<file path="src/rtl/fetch_stage_if.sv">
// ----------------------------------------------------------------------------
// fetch_stage_if
//   Bundles the two buses around the fetch stage:
//     - instruction memory side : imem_req/imem_addr out, imem_gnt/imem_rvalid/
//                                 imem_rdata back
//     - controller side         : instr_valid/instr/pc/pc_plus4/op/funct3/
//                                 funct7b5/fetch_err out, instr_ready/PCSrc/
//                                 PCTarget back
//   master : the fetch stage itself
//   slave  : the environment (instruction memory + decode controller)
// ----------------------------------------------------------------------------
interface fetch_stage_if #(
    parameter int XLEN = 32
);
    // instruction memory request/response
    logic            imem_req;
    logic [XLEN-1:0] imem_addr;
    logic            imem_gnt;
    logic            imem_rvalid;
    logic [XLEN-1:0] imem_rdata;

    // instruction handoff to the controller
    logic            instr_valid;
    logic            instr_ready;
    logic [XLEN-1:0] instr;
    logic [XLEN-1:0] pc;
    logic [XLEN-1:0] pc_plus4;
    logic [6:0]      op;
    logic [2:0]      funct3;
    logic            funct7b5;

    // redirect from the controller and error status back to it
    logic            PCSrc;
    logic [XLEN-1:0] PCTarget;
    logic            fetch_err;

    modport master (
        output imem_req, imem_addr,
        input  imem_gnt, imem_rvalid, imem_rdata,
        output instr_valid, instr, pc, pc_plus4, op, funct3, funct7b5,
        input  instr_ready,
        input  PCSrc, PCTarget,
        output fetch_err
    );

    modport slave (
        input  imem_req, imem_addr,
        output imem_gnt, imem_rvalid, imem_rdata,
        input  instr_valid, instr, pc, pc_plus4, op, funct3, funct7b5,
        output instr_ready,
        output PCSrc, PCTarget,
        input  fetch_err
    );
endinterface

</file>
<file path="src/rtl/fetch_stage.sv">
// ----------------------------------------------------------------------------
// fetch_stage
//   Instruction fetch stage feeding the main/ALU decode controller.
//   Holds the PC, fetches one instruction at a time over a req/gnt/rvalid
//   memory handshake, latches it and offers it downstream on valid/ready
//   together with its pc, pc+4 and the op/funct3/funct7b5 decode slices.
//   At the downstream handshake the next PC is chosen from PC+4 or the
//   PCSrc/PCTarget redirect; a taken redirect to a non word-aligned target
//   parks the stage in a sticky error state until reset.
//
// Ports
//   clk    : core clock, rising edge
//   reset  : synchronous, active-high
//   bus    : fetch_stage_if.master (memory + controller signals)
// ----------------------------------------------------------------------------
module fetch_stage #(
    parameter int              XLEN     = 32,
    parameter logic [XLEN-1:0] RESET_PC = '0
) (
    input  logic           clk,
    input  logic           reset,
    fetch_stage_if.master  bus
);

    localparam logic [2:0] IDLE = 3'd0;
    localparam logic [2:0] REQ  = 3'd1;
    localparam logic [2:0] WAIT = 3'd2;
    localparam logic [2:0] HOLD = 3'd3;
    localparam logic [2:0] ERR  = 3'd4;

    localparam logic [XLEN-1:0] NOP = XLEN'(32'h0000_0013);

    logic [2:0]      state;
    logic [XLEN-1:0] pc_q;
    logic [XLEN-1:0] instr_q;
    logic            err_q;

    // Only a taken redirect can be misaligned; the sequential path is
    // always word aligned because PC starts aligned and advances by 4.
    logic redirect_misaligned;
    assign redirect_misaligned = bus.PCSrc && (bus.PCTarget[1:0] != 2'b00);

    always_ff @(posedge clk) begin
        if (reset) begin
            state   <= IDLE;
            pc_q    <= RESET_PC;
            instr_q <= NOP;
            err_q   <= 1'b0;
        end else begin
            case (state)
                // One dead cycle after reset so the memory, which shares our
                // reset, is out of reset before we ask it for anything.
                IDLE: state <= REQ;

                REQ: begin
                    if (bus.imem_gnt) begin
                        if (bus.imem_rvalid) begin
                            instr_q <= bus.imem_rdata;
                            state   <= HOLD;
                        end else begin
                            state   <= WAIT;
                        end
                    end
                end

                WAIT: begin
                    if (bus.imem_rvalid) begin
                        instr_q <= bus.imem_rdata;
                        state   <= HOLD;
                    end
                end

                // PCSrc/PCTarget only matter at this handshake.
                HOLD: begin
                    if (bus.instr_ready) begin
                        if (redirect_misaligned) begin
                            err_q <= 1'b1;
                            state <= ERR;
                        end else begin
                            pc_q  <= bus.PCSrc ? bus.PCTarget : pc_q + XLEN'(4);
                            state <= REQ;
                        end
                    end
                end

                ERR: state <= ERR;

                default: state <= IDLE;
            endcase
        end
    end

    assign bus.imem_req    = (state == REQ);
    assign bus.imem_addr   = pc_q;

    assign bus.instr_valid = (state == HOLD);
    assign bus.instr       = instr_q;
    assign bus.pc          = pc_q;
    assign bus.pc_plus4    = pc_q + XLEN'(4);
    assign bus.op          = instr_q[6:0];
    assign bus.funct3      = instr_q[14:12];
    assign bus.funct7b5    = instr_q[30];

    assign bus.fetch_err   = err_q;

endmodule
</file>
<file path="src/flat_wrapper.sv">
// flat-port wrapper written by rule: the top's interface ports become plain ports
module fetch_stage_flat 
#(
    parameter int              XLEN     = 32,
    parameter logic [XLEN-1:0] RESET_PC = '0
)
  (clk, reset, bus_imem_req, bus_imem_addr, bus_imem_gnt, bus_imem_rvalid, bus_imem_rdata, bus_instr_valid, bus_instr, bus_pc, bus_pc_plus4, bus_op, bus_funct3, bus_funct7b5, bus_instr_ready, bus_PCSrc, bus_PCTarget, bus_fetch_err);
  fetch_stage_if #(.XLEN(XLEN)) bus_i ();
  input  logic clk;
  input  logic reset;
  output wire logic [$bits(bus_i.imem_req)-1:0] bus_imem_req;
  output wire logic [$bits(bus_i.imem_addr)-1:0] bus_imem_addr;
  input wire logic [$bits(bus_i.imem_gnt)-1:0] bus_imem_gnt;
  input wire logic [$bits(bus_i.imem_rvalid)-1:0] bus_imem_rvalid;
  input wire logic [$bits(bus_i.imem_rdata)-1:0] bus_imem_rdata;
  output wire logic [$bits(bus_i.instr_valid)-1:0] bus_instr_valid;
  output wire logic [$bits(bus_i.instr)-1:0] bus_instr;
  output wire logic [$bits(bus_i.pc)-1:0] bus_pc;
  output wire logic [$bits(bus_i.pc_plus4)-1:0] bus_pc_plus4;
  output wire logic [$bits(bus_i.op)-1:0] bus_op;
  output wire logic [$bits(bus_i.funct3)-1:0] bus_funct3;
  output wire logic [$bits(bus_i.funct7b5)-1:0] bus_funct7b5;
  input wire logic [$bits(bus_i.instr_ready)-1:0] bus_instr_ready;
  input wire logic [$bits(bus_i.PCSrc)-1:0] bus_PCSrc;
  input wire logic [$bits(bus_i.PCTarget)-1:0] bus_PCTarget;
  output wire logic [$bits(bus_i.fetch_err)-1:0] bus_fetch_err;
  assign bus_imem_req = bus_i.imem_req;
  assign bus_imem_addr = bus_i.imem_addr;
  assign bus_i.imem_gnt = bus_imem_gnt;
  assign bus_i.imem_rvalid = bus_imem_rvalid;
  assign bus_i.imem_rdata = bus_imem_rdata;
  assign bus_instr_valid = bus_i.instr_valid;
  assign bus_instr = bus_i.instr;
  assign bus_pc = bus_i.pc;
  assign bus_pc_plus4 = bus_i.pc_plus4;
  assign bus_op = bus_i.op;
  assign bus_funct3 = bus_i.funct3;
  assign bus_funct7b5 = bus_i.funct7b5;
  assign bus_i.instr_ready = bus_instr_ready;
  assign bus_i.PCSrc = bus_PCSrc;
  assign bus_i.PCTarget = bus_PCTarget;
  assign bus_fetch_err = bus_i.fetch_err;
  fetch_stage #(.XLEN(XLEN), .RESET_PC(RESET_PC)) u_core (.clk(clk), .reset(reset), .bus(bus_i));
endmodule
</file>
<file path="config.mk">
export PLATFORM = sky130hd
export DESIGN_NAME = fetch_stage_flat
export DESIGN_NICKNAME = d
export VERILOG_FILES = /design/src/rtl/fetch_stage_if.sv /design/src/rtl/fetch_stage.sv /design/src/flat_wrapper.sv
export SDC_FILE = /design/constraint.sdc
export NUM_CORES = 1
export LEC_CHECK = 0
export BUFFER_PORTS_ARGS = -buffer_cell sky130_fd_sc_hd__buf_2
export CORE_MARGIN = 8
export CORE_UTILIZATION = 49
export DETAILED_ROUTE_END_ITERATION = 7
export GPL_TIMING_DRIVEN = 0
export PLACE_DENSITY = 0.89
export SYNTH_ARGS = -nofsm -noshare
export SYNTH_HDL_FRONTEND = slang
export SYNTH_SLANG_ARGS = --single-unit
export TNS_END_PERCENT = 30
</file>
<file path="constraint.sdc">
create_clock -name clk -period 6 [get_ports clk]
set_clock_uncertainty 0.15 [all_clocks]
set_input_delay 0.6 -clock clk [delete_from_list [all_inputs] [get_ports clk]]
set_output_delay 0.6 -clock clk [all_outputs]
set_load 0.05 [all_outputs]
</file>
==> results of run 1 <==
==> logic make-up after synthesis <==
logic type | after synthesis | share of synthesized area
flops | 68 | 0.3466
simple gates | 210 | 0.2686
mux | 1 | 0.002549
fa+ha+maj | 1 | 0.003185
buf+inv | 89 | 0.1322
xor+xnor | 28 | 0.06435
compound gates | 109 | 0.1825
==> routing by layer <==
metal | wire length, µm | track usage | up-vias | share of wire
met3 | 1302 | 0.07552 | 43 | 0.090
met4 | 356 | 0.09447 | 0 | 0.025
met1 | 5532 | 0.2627 | 2161 | 0.38
met2 | 7285 | 0.4420 | 264 | 0.50
met5 | 0 | 0 | - | 0
li1 | - | - | 2161 | -
==> state kept, by name, summed over array words and instances, names as in the netlist <==
name and count:
u_core.bus.fetch_err 1, u_core.state 3, u_core.bus.imem_addr 32, u_core.bus.instr 32
==> critical path, cell delays in order, from the launching register on <==
cell	delay, ns
dfxtp_1	0.54
ha_1	0.28
nand3_2	0.23
nor4_1	0.54
nand4_1	0.22
xnor2_1	0.18
buf_2	0.28
==> layout make-up <==
type,count,share of cell area
Sequential cell,68,0.2561
Timing Repair Buffer,211,0.1986
Clock inverter,7,0.01530
Multi-Input combinational cell,349,0.3850
Inverter,9,0.006354
Clock buffer,9,0.02330
Buffer,80,0.09132
Tap cell,102,0.02401
==> how the worst min path moves through the flow <==
| stage | end | slack, ns | from |
|---|---|---|---|
| global placement | u_core.bus.instr[22] | 0.29 | u_core.bus.instr[22] |
| finish | u_core.bus.instr[0] | 0.30 | bus_imem_rdata[0] |
| global route | u_core.bus.instr[0] | 0.30 | bus_imem_rdata[0] |
| floorplan | u_core.state[1] | 0.49 | u_core.state[2] |
| CTS | u_core.bus.instr[24] | 0.31 | u_core.bus.instr[24] |
| detailed placement | u_core.bus.instr[24] | 0.29 | u_core.bus.instr[24] |
==> through the flow <==
stage / hold slack (ns) / cells / power [mW]
2_1_floorplan: 0.4912 / 506 / 0.6286
3_3_place_gp: 0.2895 / 819 / 0.6906
3_5_place_dp: 0.2939 / 819 / 0.6958
4_1_cts: 0.3061 / 835 / 1.085
5_1_grt: 0.3031 / 835 / 1.122
6_report: 0.3038 / 835 / 1.086
==> power groups by stage <==
stage                     Sequential (mW)  Combinational (mW)  Clock (mW)
after floorplan                     0.530              0.0989           0
after global placement              0.485               0.205           0
after detailed placement            0.486               0.209           0
after CTS                           0.476               0.210       0.399
after global routing                0.478               0.223       0.422
final                               0.476               0.210       0.399
==> layout by cell type, fill, tap and decap left out, drive strengths merged, types with 11 or more instances in the layout <==
cell,count
nand2,95
nand4,12
nor2,36
inv,11
xnor2,17
dfxtp,68
buf,266
o21ai,13
clkbuf,34
nand3,25
xor2,11
a21oi,42
nor3,13
==> flow_metrics.env, run 1 <==
export IMPL_clock_sinks=68
export IMPL_synth_cells=506
export IMPL_yosysTopAreaCell="dfxtp_1"
export IMPL_ioPinCount=212
export IMPL_slew_headroom=0.5729
export IMPL_outcome="completed"
export IMPL_dr_total_vias=4629
export IMPL_core_area_um2=7767
export IMPL_synth_commonest_cells="nand2_1, dfxtp_1, buf_4"
export IMPL_r2r_setup_slack_ns=3.56
export IMPL_slew_violations=0
export IMPL_rsz0062_at_grt="false"
export IMPL_htree_levels=3
export IMPL_clkTransAtPathRegs_ns=0.09
export IMPL_p_clk_frac=0.368
export IMPL_fin_crit_ns=3.371
export IMPL_cp_startpoint="u_core.bus.imem_addr[2]"
export IMPL_fill_cells=707
export IMPL_ys_seq_area_frac=0.3466
export IMPL_whs_path_depth=3
export IMPL_syn_area_um2=3928
export IMPL_cts_tree="built"
export IMPL_fin_crit_sh=0.5619
export IMPL_regArea_um2=1361
export IMPL_setup_viol=0
export IMPL_internal_power_uw=724.2
export IMPL_post_cts_setup_buffer_count=0
export IMPL_grt_overflow=0
export IMPL_crit_arrival_ns=2.62
export IMPL_cts_hold_fix_buffers=0
export IMPL_drt_iter0_drc=321
export IMPL_seqPwrFrac=0.439
export IMPL_final_nets=799
export IMPL_place_ws_ns=3.004
export IMPL_cts_resized=0
export IMPL_syn_area_per_cell_um2=7.762
export IMPL_worstReg2RegStart="u_core.bus.imem_addr[2]"
export IMPL_root_buffer="clkbuf_8"
export IMPL_worstPathMaxFanout=9
export IMPL_die_area_um2=11140
export IMPL_ys_seq_elements=68
export IMPL_r2r_cells=6
export IMPL_final_setup_worst_slack_ns=2.629
export IMPL_p_switching_uw=361.7
export IMPL_die_h_um=105.5
export IMPL_diodes=0
export IMPL_crit_end="bus_pc_plus4[24]"
export IMPL_synthTopCellsByArea="dfxtp_1, nand2_1, buf_4, a21oi_1, xnor2_1"
export IMPL_initial_utilization=0.5056
export IMPL_r2r_end="u_core.bus.imem_addr[30]"
export IMPL_port_buffer_count=211
export IMPL_synthFlopType="dfxtp_1"
export IMPL_syn_nets=577
export IMPL_cap_violations=0
export IMPL_row_count=32
export IMPL_grt_max_degree=15
export IMPL_insertion_delay_ns=0.35
export IMPL_synth_edf_count=0
export IMPL_synth_top_area_share=0.3466
export IMPL_fin_util=0.6844
export IMPL_min_path_type="primary input to flip-flop"
export IMPL_ant_nets=0
export IMPL_crit_path_end_kind="output pin"
export IMPL_yosys_warnings=0
export IMPL_wl_per_cell_um=17.34
export IMPL_ir_drop_uv=177.3
export IMPL_leakage_nw=2.695
export IMPL_cts_buffer_depth=2
export IMPL_ys_types=62
export IMPL_hold_viol_final=0
export IMPL_design_area_um2=5316
export IMPL_grt_usage=0.2455
export IMPL_start_kind="flip-flop"
export IMPL_max_clock_freq_mhz=296.6
export IMPL_drt_pass1_iterations=7
export IMPL_power_share_combinational=0.194
export IMPL_async_reset_ff_frac=0
export IMPL_finalSetupTns_ns=0
export IMPL_critPathRequiredTime_ns=5.25
export IMPL_switching_share=0.3331
export IMPL_numCtsBuffers=9
export IMPL_placed_cell_area_um2=5111
export IMPL_grt_pass1_wl_um=22680
export IMPL_worst_pin_slew_ns=0.6406
export IMPL_place_hpwl_um=11390
export IMPL_layout_drive_gt1_share=0.3997
export IMPL_grt_pass1_vias=4619
export IMPL_multi_input_area_um2=2047
export IMPL_avgViaCountPerCell=5.544
export IMPL_syn2layout_area_growth_pct=35.36
export IMPL_die_x_um=105.5
export IMPL_routabilityCongestion=0.9329
export IMPL_powerDensity_nw_per_um2=204.2
export IMPL_synth_most_common_cell="nand2_1"
export IMPL_routed_wirelength_um=14480
export IMPL_drc=0
export IMPL_antenna_found_initial=0
export IMPL_criticalPathCategory="flip-flop to output pin"
Power figures use the tool's default switching activity.
==> inputs of run 2 (changes only) <==
--- a/config.mk
+++ b/config.mk
@@ -5,12 +5,13 @@
 export SDC_FILE = /design/constraint.sdc
 export NUM_CORES = 1
 export LEC_CHECK = 0
+export ABC_AREA = 1
 export BUFFER_PORTS_ARGS = -buffer_cell sky130_fd_sc_hd__buf_2
 export CORE_MARGIN = 8
-export CORE_UTILIZATION = 49
+export CORE_UTILIZATION = 41
 export DETAILED_ROUTE_END_ITERATION = 7
 export GPL_TIMING_DRIVEN = 0
-export PLACE_DENSITY = 0.89
+export PLACE_DENSITY = 0.8
 export SYNTH_ARGS = -nofsm -noshare
 export SYNTH_HDL_FRONTEND = slang
 export SYNTH_SLANG_ARGS = --single-unit
==> constraint.sdc (replaced) <==
create_clock -name clk -period 2.95 [get_ports clk]
set_clock_uncertainty 0.15 [all_clocks]
set_input_delay 0.295 -clock clk [delete_from_list [all_inputs] [get_ports clk]]
set_output_delay 0.295 -clock clk [all_outputs]
set_load 0.05 [all_outputs]
==> flow_metrics.env, run 2 <==
export IMPL_core_area_um2=9196
export IMPL_synth_compound_area_frac=0.1621
export IMPL_diodes=0
export IMPL_routed_wirelength_um=13410
export IMPL_syn2layout_area_growth_pct=36.23
export IMPL_synth_top_family_by_area="simple AND/OR/NAND/NOR gates"
export IMPL_worstPathMaxFanout=5
export IMPL_fin_cells=908
export IMPL_wl_per_cell_um=14.77
export IMPL_slew_violations=0
export IMPL_critPathRequiredTime_ns=2.51
export IMPL_drc=0
export IMPL_numCtsBuffers=9
export IMPL_cts_resized=0
export IMPL_cp_startpoint="u_core.bus.imem_addr[3]"
export IMPL_synth_mux_area_frac=0
export IMPL_synth_top_area_share=0.3513
export IMPL_crit_path_end_kind="output pin"
export IMPL_ir_drop_uv=241.9
export IMPL_row_count=35
export IMPL_hold_viol_final=0
export IMPL_total_power_mw=2.866
export IMPL_routabilityCongestion=0.8846
export IMPL_cts_buffer_depth=2
export IMPL_drt_pass1_iterations=5
export IMPL_place_hpwl_um=10810
export IMPL_die_h_um=113.2
export IMPL_syn_area_per_cell_um2=6.810
export IMPL_avgViaCountPerCell=4.811
export IMPL_die_x_um=113.2
export IMPL_cts_tree="built"
export IMPL_post_cts_setup_buffer_count=0
export IMPL_htree_levels=3
export IMPL_most_common_layout_cells="buf_2, nand2_1, nor2_1"
export IMPL_grt_pass1_wl_um=21160
export IMPL_outcome="completed"
export IMPL_die_area_um2=12820
export IMPL_cap_violations=0
export IMPL_slew_headroom=0.6160
export IMPL_syn_area_um2=3875
export IMPL_synthFlopType="dfxtp_1"
export IMPL_grt_max_degree=12
export IMPL_ys_types=27
export IMPL_clock_sinks=68
export IMPL_max_clock_freq_mhz=388.6
export IMPL_grt_usage=0.2035
export IMPL_antenna_found_initial=0
export IMPL_criticalPathCategory="flip-flop to output pin"
export IMPL_layout_drive_gt1_share=0.3877
export IMPL_ioPinCount=212
export IMPL_synthTopCellsByArea="dfxtp_1, nand2_1, nor2_1, buf_4, o21ai_0"
export IMPL_ys_seq_area_frac=0.3513
export IMPL_internal_power_mw=1.682
export IMPL_power_share_combinational=0.357
export IMPL_fin_util=0.5740
export IMPL_leakage_nw=2.730
export IMPL_p_switching_mw=1.184
export IMPL_hold_ws_ns=0.02174
export IMPL_fin_crit_ns=2.573
export IMPL_synth_commonest_cells="nand2_1, nor2_1, dfxtp_1"
export IMPL_yosys_warnings=0
export IMPL_ys_seq_elements=68
export IMPL_ant_nets=0
export IMPL_worst_pin_slew_ns=0.5760
export IMPL_synth_most_common_cell="nand2_1"
export IMPL_crit_arrival_ns=2.13
export IMPL_initial_utilization=0.4214
export IMPL_synth_edf_count=0
export IMPL_root_buffer="clkbuf_8"
export IMPL_synthSimpleGateAreaFrac=0.2932
export IMPL_finalSetupTns_ns=0
export IMPL_fin_crit_sh=0.8724
export IMPL_setup_viol=0
export IMPL_yosysTopAreaCell="dfxtp_1"
export IMPL_async_reset_ff_frac=0
export IMPL_mostFrequentLayoutCell="buf_2"
export IMPL_grt_overflow=0
export IMPL_grt_pass1_vias=4231
export IMPL_final_nets=863
export IMPL_fill_cells=965
export IMPL_port_buffer_count=210
export IMPL_powerDensity_nw_per_um2=543.0
export IMPL_worstReg2RegStart="u_core.bus.imem_addr[3]"
export IMPL_synth_adder_area_share=0.003229
export IMPL_min_path_type="primary input to flip-flop"
export IMPL_dp_cells=890
export IMPL_start_kind="flip-flop"
export IMPL_insertion_delay_ns=0.34
export IMPL_p_clk_frac=0.269
export IMPL_synth_cells=569
export IMPL_seqPwrFrac=0.374
export IMPL_rsz0062_at_grt="false"
export IMPL_drt_iter0_drc=274
export IMPL_holdCritStartpoint="bus_imem_rdata[0]"
export IMPL_clkTransAtPathRegs_ns=0.08
export IMPL_switching_share=0.4132
export IMPL_syn_nets=640
export IMPL_dr_total_vias=4368
export IMPL_synth_xor_area_frac=0.04359
==> run 2: layout make-up <==
type / instances / area, µm² / share of cell area
inverter: 29 / 108.9 / 0.02062
tap: 111 / 138.9 / 0.02631
buffer: 71 / 459.2 / 0.08699
clock inverter: 4 / 48.80 / 0.009244
timing repair buffer: 212 / 1071 / 0.2029
clock buffer: 12 / 145.1 / 0.02749
multi-input combinational: 401 / 1946 / 0.3686
sequential: 68 / 1361 / 0.2579
==> run 2: kinds of logic after synthesis <==
logic type	Yosys count
buffers and inverters	100
AND/OR/NAND/NOR	260
AO/OA/AOI/OAI	125
XOR/XNOR	15
flip-flops	68
adder cells (fa/ha/maj)	1
==> run 2: per-stage QoR <==
step                setup slack [ns]  instance area, µm²
floorplan                     0.1457                3875
global placement              0.7292                5065
detailed placement            0.7493                5065
CTS                           0.3601                5279
global route                  0.1304                5279
finish                        0.3765                5279
==> run 2: repair_timing <==
item                                    in CTS  in global routing
endpoints found under the setup margin       0                  0
hold endpoints to repair                     3                  0
hold buffers                                 2                  0
==> run 2: metal layers <==
layer | wire length (µm) | share of wire | vias to the layer above | GRT usage
met5 | 0 | 0 | - | 0
met4 | 167 | 0.012 | 0 | 0.06217
met3 | 1147 | 0.086 | 14 | 0.05751
met2 | 6334 | 0.47 | 183 | 0.3567
met1 | 5763 | 0.43 | 1938 | 0.2340
li1 | - | - | 2233 | -
==> run 2: worst paths after layout <==
path	end	slack (ns)	depth (start not counted)
hold reg to reg	u_core.bus.fetch_err	0.29	2
setup / recovery	bus_pc_plus4[24]	0.38	9
setup reg to reg	u_core.bus.imem_addr[16]	1.07	7
hold / removal	u_core.bus.instr[0]	0.02	3
==> run 2: worst max-delay path, stage by stage (launching register included) <==
cell and delay (ns):
dfxtp_1 0.41, ha_1 0.23, nand3_1 0.13, nor2_1 0.29, inv_1 0.07, nor2_1 0.14
nand2_1 0.07, nand2_1 0.07, and2_1 0.12, buf_2 0.26
==> run 2: power groups by stage <==
| stage | Combinational (mW) | Sequential [mW] | Clock, mW |
|---|---|---|---|
| 2_1_floorplan | 0.506 | 1.35 | 0 |
| 3_3_place_gp | 1.02 | 1.09 | 0 |
| 3_5_place_dp | 1.03 | 1.09 | 0 |
| 4_1_cts | 1.03 | 1.07 | 0.786 |
| 5_1_grt | 1.09 | 1.09 | 0.828 |
| 6_report | 1.02 | 1.07 | 0.771 |
==> inputs of run 3 (changes only) <==
--- a/config.mk
+++ b/config.mk
@@ -8,10 +8,11 @@
 export ABC_AREA = 1
 export BUFFER_PORTS_ARGS = -buffer_cell sky130_fd_sc_hd__buf_2
 export CORE_MARGIN = 8
-export CORE_UTILIZATION = 41
+export CORE_UTILIZATION = 30
 export DETAILED_ROUTE_END_ITERATION = 7
 export GPL_TIMING_DRIVEN = 0
-export PLACE_DENSITY = 0.8
+export PLACE_DENSITY = 0.7
+export SLEW_MARGIN = 40
 export SYNTH_ARGS = -nofsm -noshare
 export SYNTH_HDL_FRONTEND = slang
 export SYNTH_SLANG_ARGS = --single-unit
==> flow_metrics.env, run 3 (same netlist as run 2, synthesis figures left out) <==
export IMPL_crit_buf_inv=2
export IMPL_cts_hold_fix_buffers=0
export IMPL_powerDensity_nw_per_um2=577.3
export IMPL_syn2layout_area_growth_pct=40.10
export IMPL_placed_cell_area_um2=5141
export IMPL_cts_buffer_depth=2
export IMPL_row_count=41
export IMPL_crit_arrival_ns=2.18
export IMPL_post_cts_setup_buffer_count=0
export IMPL_drc=0
export IMPL_hold_viol_final=0
export IMPL_criticalPathCategory="flip-flop to output pin"
export IMPL_worstPathMaxFanout=5
export IMPL_finalSetupTns_ns=0
export IMPL_p_switching_mw=1.250
export IMPL_grt_pass1_wl_um=21670
export IMPL_initial_utilization=0.3071
export IMPL_drt_iter0_drc=206
export IMPL_ioPinCount=212
export IMPL_fill_cells=1351
export IMPL_max_stage_delay_ns=0.40
export IMPL_slew_violations=0
export IMPL_cts_resized=0
export IMPL_setup_viol=0
export IMPL_fin_cells=967
export IMPL_diodes=0
export IMPL_ant_nets=0
export IMPL_critPathRequiredTime_ns=2.51
export IMPL_root_buffer="clkbuf_16"
export IMPL_dr_total_vias=4427
export IMPL_max_clock_freq_mhz=380.7
export IMPL_crit_path_end_kind="output pin"
export IMPL_min_path_type="primary input to flip-flop"
export IMPL_dp_cells=951
export IMPL_htree_levels=3
export IMPL_core_area_um2=12620
export IMPL_avgViaCountPerCell=4.578
export IMPL_place_ws_ns=0.6657
export IMPL_clkTransAtPathRegs_ns=0.06
export IMPL_final_setup_worst_slack_ns=0.3232
export IMPL_outcome="completed"
export IMPL_clock_sinks=68
export IMPL_slew_headroom=0.5609
export IMPL_wl_per_cell_um=15.12
export IMPL_power_share_combinational=0.327
export IMPL_mostFrequentLayoutCell="buf_2"
export IMPL_cap_violations=0
export IMPL_routed_wirelength_um=14620
export IMPL_worst_pin_slew_ns=0.6586
export IMPL_leakage_nw=2.763
export IMPL_die_h_um=129.7
export IMPL_port_buffer_count=210
export IMPL_grt_pass1_vias=4051
export IMPL_grt_overflow=0
export IMPL_die_x_um=129.7
export IMPL_fin_crit_sh=0.8904
export IMPL_path_delay_family="simple AND/OR/NAND/NOR gates"
export IMPL_numCtsBuffers=9
export IMPL_design_area_um2=5429
export IMPL_drt_pass1_iterations=7
export IMPL_routabilityCongestion=0.8861
export IMPL_antenna_found_initial=1
export IMPL_start_kind="flip-flop"
export IMPL_ir_drop_uv=245.8
export IMPL_place_hpwl_um=11800
export IMPL_p_clk_frac=0.329
export IMPL_layout_drive_gt1_share=0.3912
export IMPL_cpMaxStageDelayCell="dfxtp_1"
export IMPL_final_nets=861
export IMPL_insertion_delay_ns=0.33
export IMPL_r2r_setup_slack_ns=1.05
export IMPL_cts_tree="built"
export IMPL_path_cells="ha_1 > nand3_1 > nor2_1 > inv_1 > nor2_1 > nand2_1 > nand2_1 > and2_1 > buf_2"
export IMPL_rsz0062_at_grt="false"
export IMPL_most_common_layout_cells="buf_2, nand2_1, nor2_1"
export IMPL_seqPwrFrac=0.344
export IMPL_fin_crit_ns=2.627
export IMPL_grt_max_degree=13
export IMPL_die_area_um2=16810
export IMPL_grt_usage=0.1663
export IMPL_switching_share=0.3989
export IMPL_internal_power_mw=1.884
-- run 3: cell types whose count changed in the layout (fill, tap and decap cells not counted), sizes merged --
cell	delta
bufinv	-1
clkinvlp	+1
dlygate4sd3	-2
inv	+1
clkbuf	-1
-- run 3: metrics by stage --
stage	util	hold slack (ns)	total power, mW
final	0.4302	0.02086	3.134
after global routing	0.4302	0.01638	3.281
after CTS	0.4302	0.002471	3.175
after detailed placement	0.4074	0.2916	2.131
after global placement	0.4074	0.2853	2.121
after floorplan	-	0.2141	1.860
-- run 3: power groups by stage --
stage	clock, mW	sequential (mW)	combinational [mW]
after floorplan	0	1.35	0.506
after global placement	0	1.09	1.03
after detailed placement	0	1.10	1.03
after CTS	1.06	1.08	1.04
after global routing	1.10	1.09	1.09
final	1.03	1.08	1.03
-- run 3: per-layer routing --
| metal | global-route usage | share of wire | wire length (µm) | up-vias |
|---|---|---|---|---|
| met1 | 0.1939 | 0.42 | 6193 | 1985 |
| met4 | 0.04918 | 0.0075 | 110 | 2 |
| met2 | 0.2882 | 0.47 | 6883 | 196 |
| met3 | 0.04889 | 0.097 | 1417 | 11 |
| met5 | 0 | 0.00089 | 13 | - |
| li1 | - | - | - | 2233 |
-- run 3: layout make-up --
cell class	count	area, µm²	share of cell area
Timing Repair Buffer	210	1051	0.1936
Inverter	29	108.9	0.02005
Tap cell	172	215.2	0.03964
Clock buffer	11	252.7	0.04655
Clock inverter	5	35.03	0.006453
Sequential cell	68	1361	0.2507
Multi-Input combinational cell	401	1946	0.3584
Buffer	71	459.2	0.08458
-- run 3: final timing paths --
check                                              from                        to  cells after the start
worst min register to register     u_core.bus.fetch_err      u_core.bus.fetch_err                      2
worst max-delay path            u_core.bus.imem_addr[3]          bus_pc_plus4[24]                      9
worst min-delay path                              reset      u_core.bus.fetch_err                      2
worst max register to register  u_core.bus.imem_addr[3]  u_core.bus.imem_addr[16]                      7
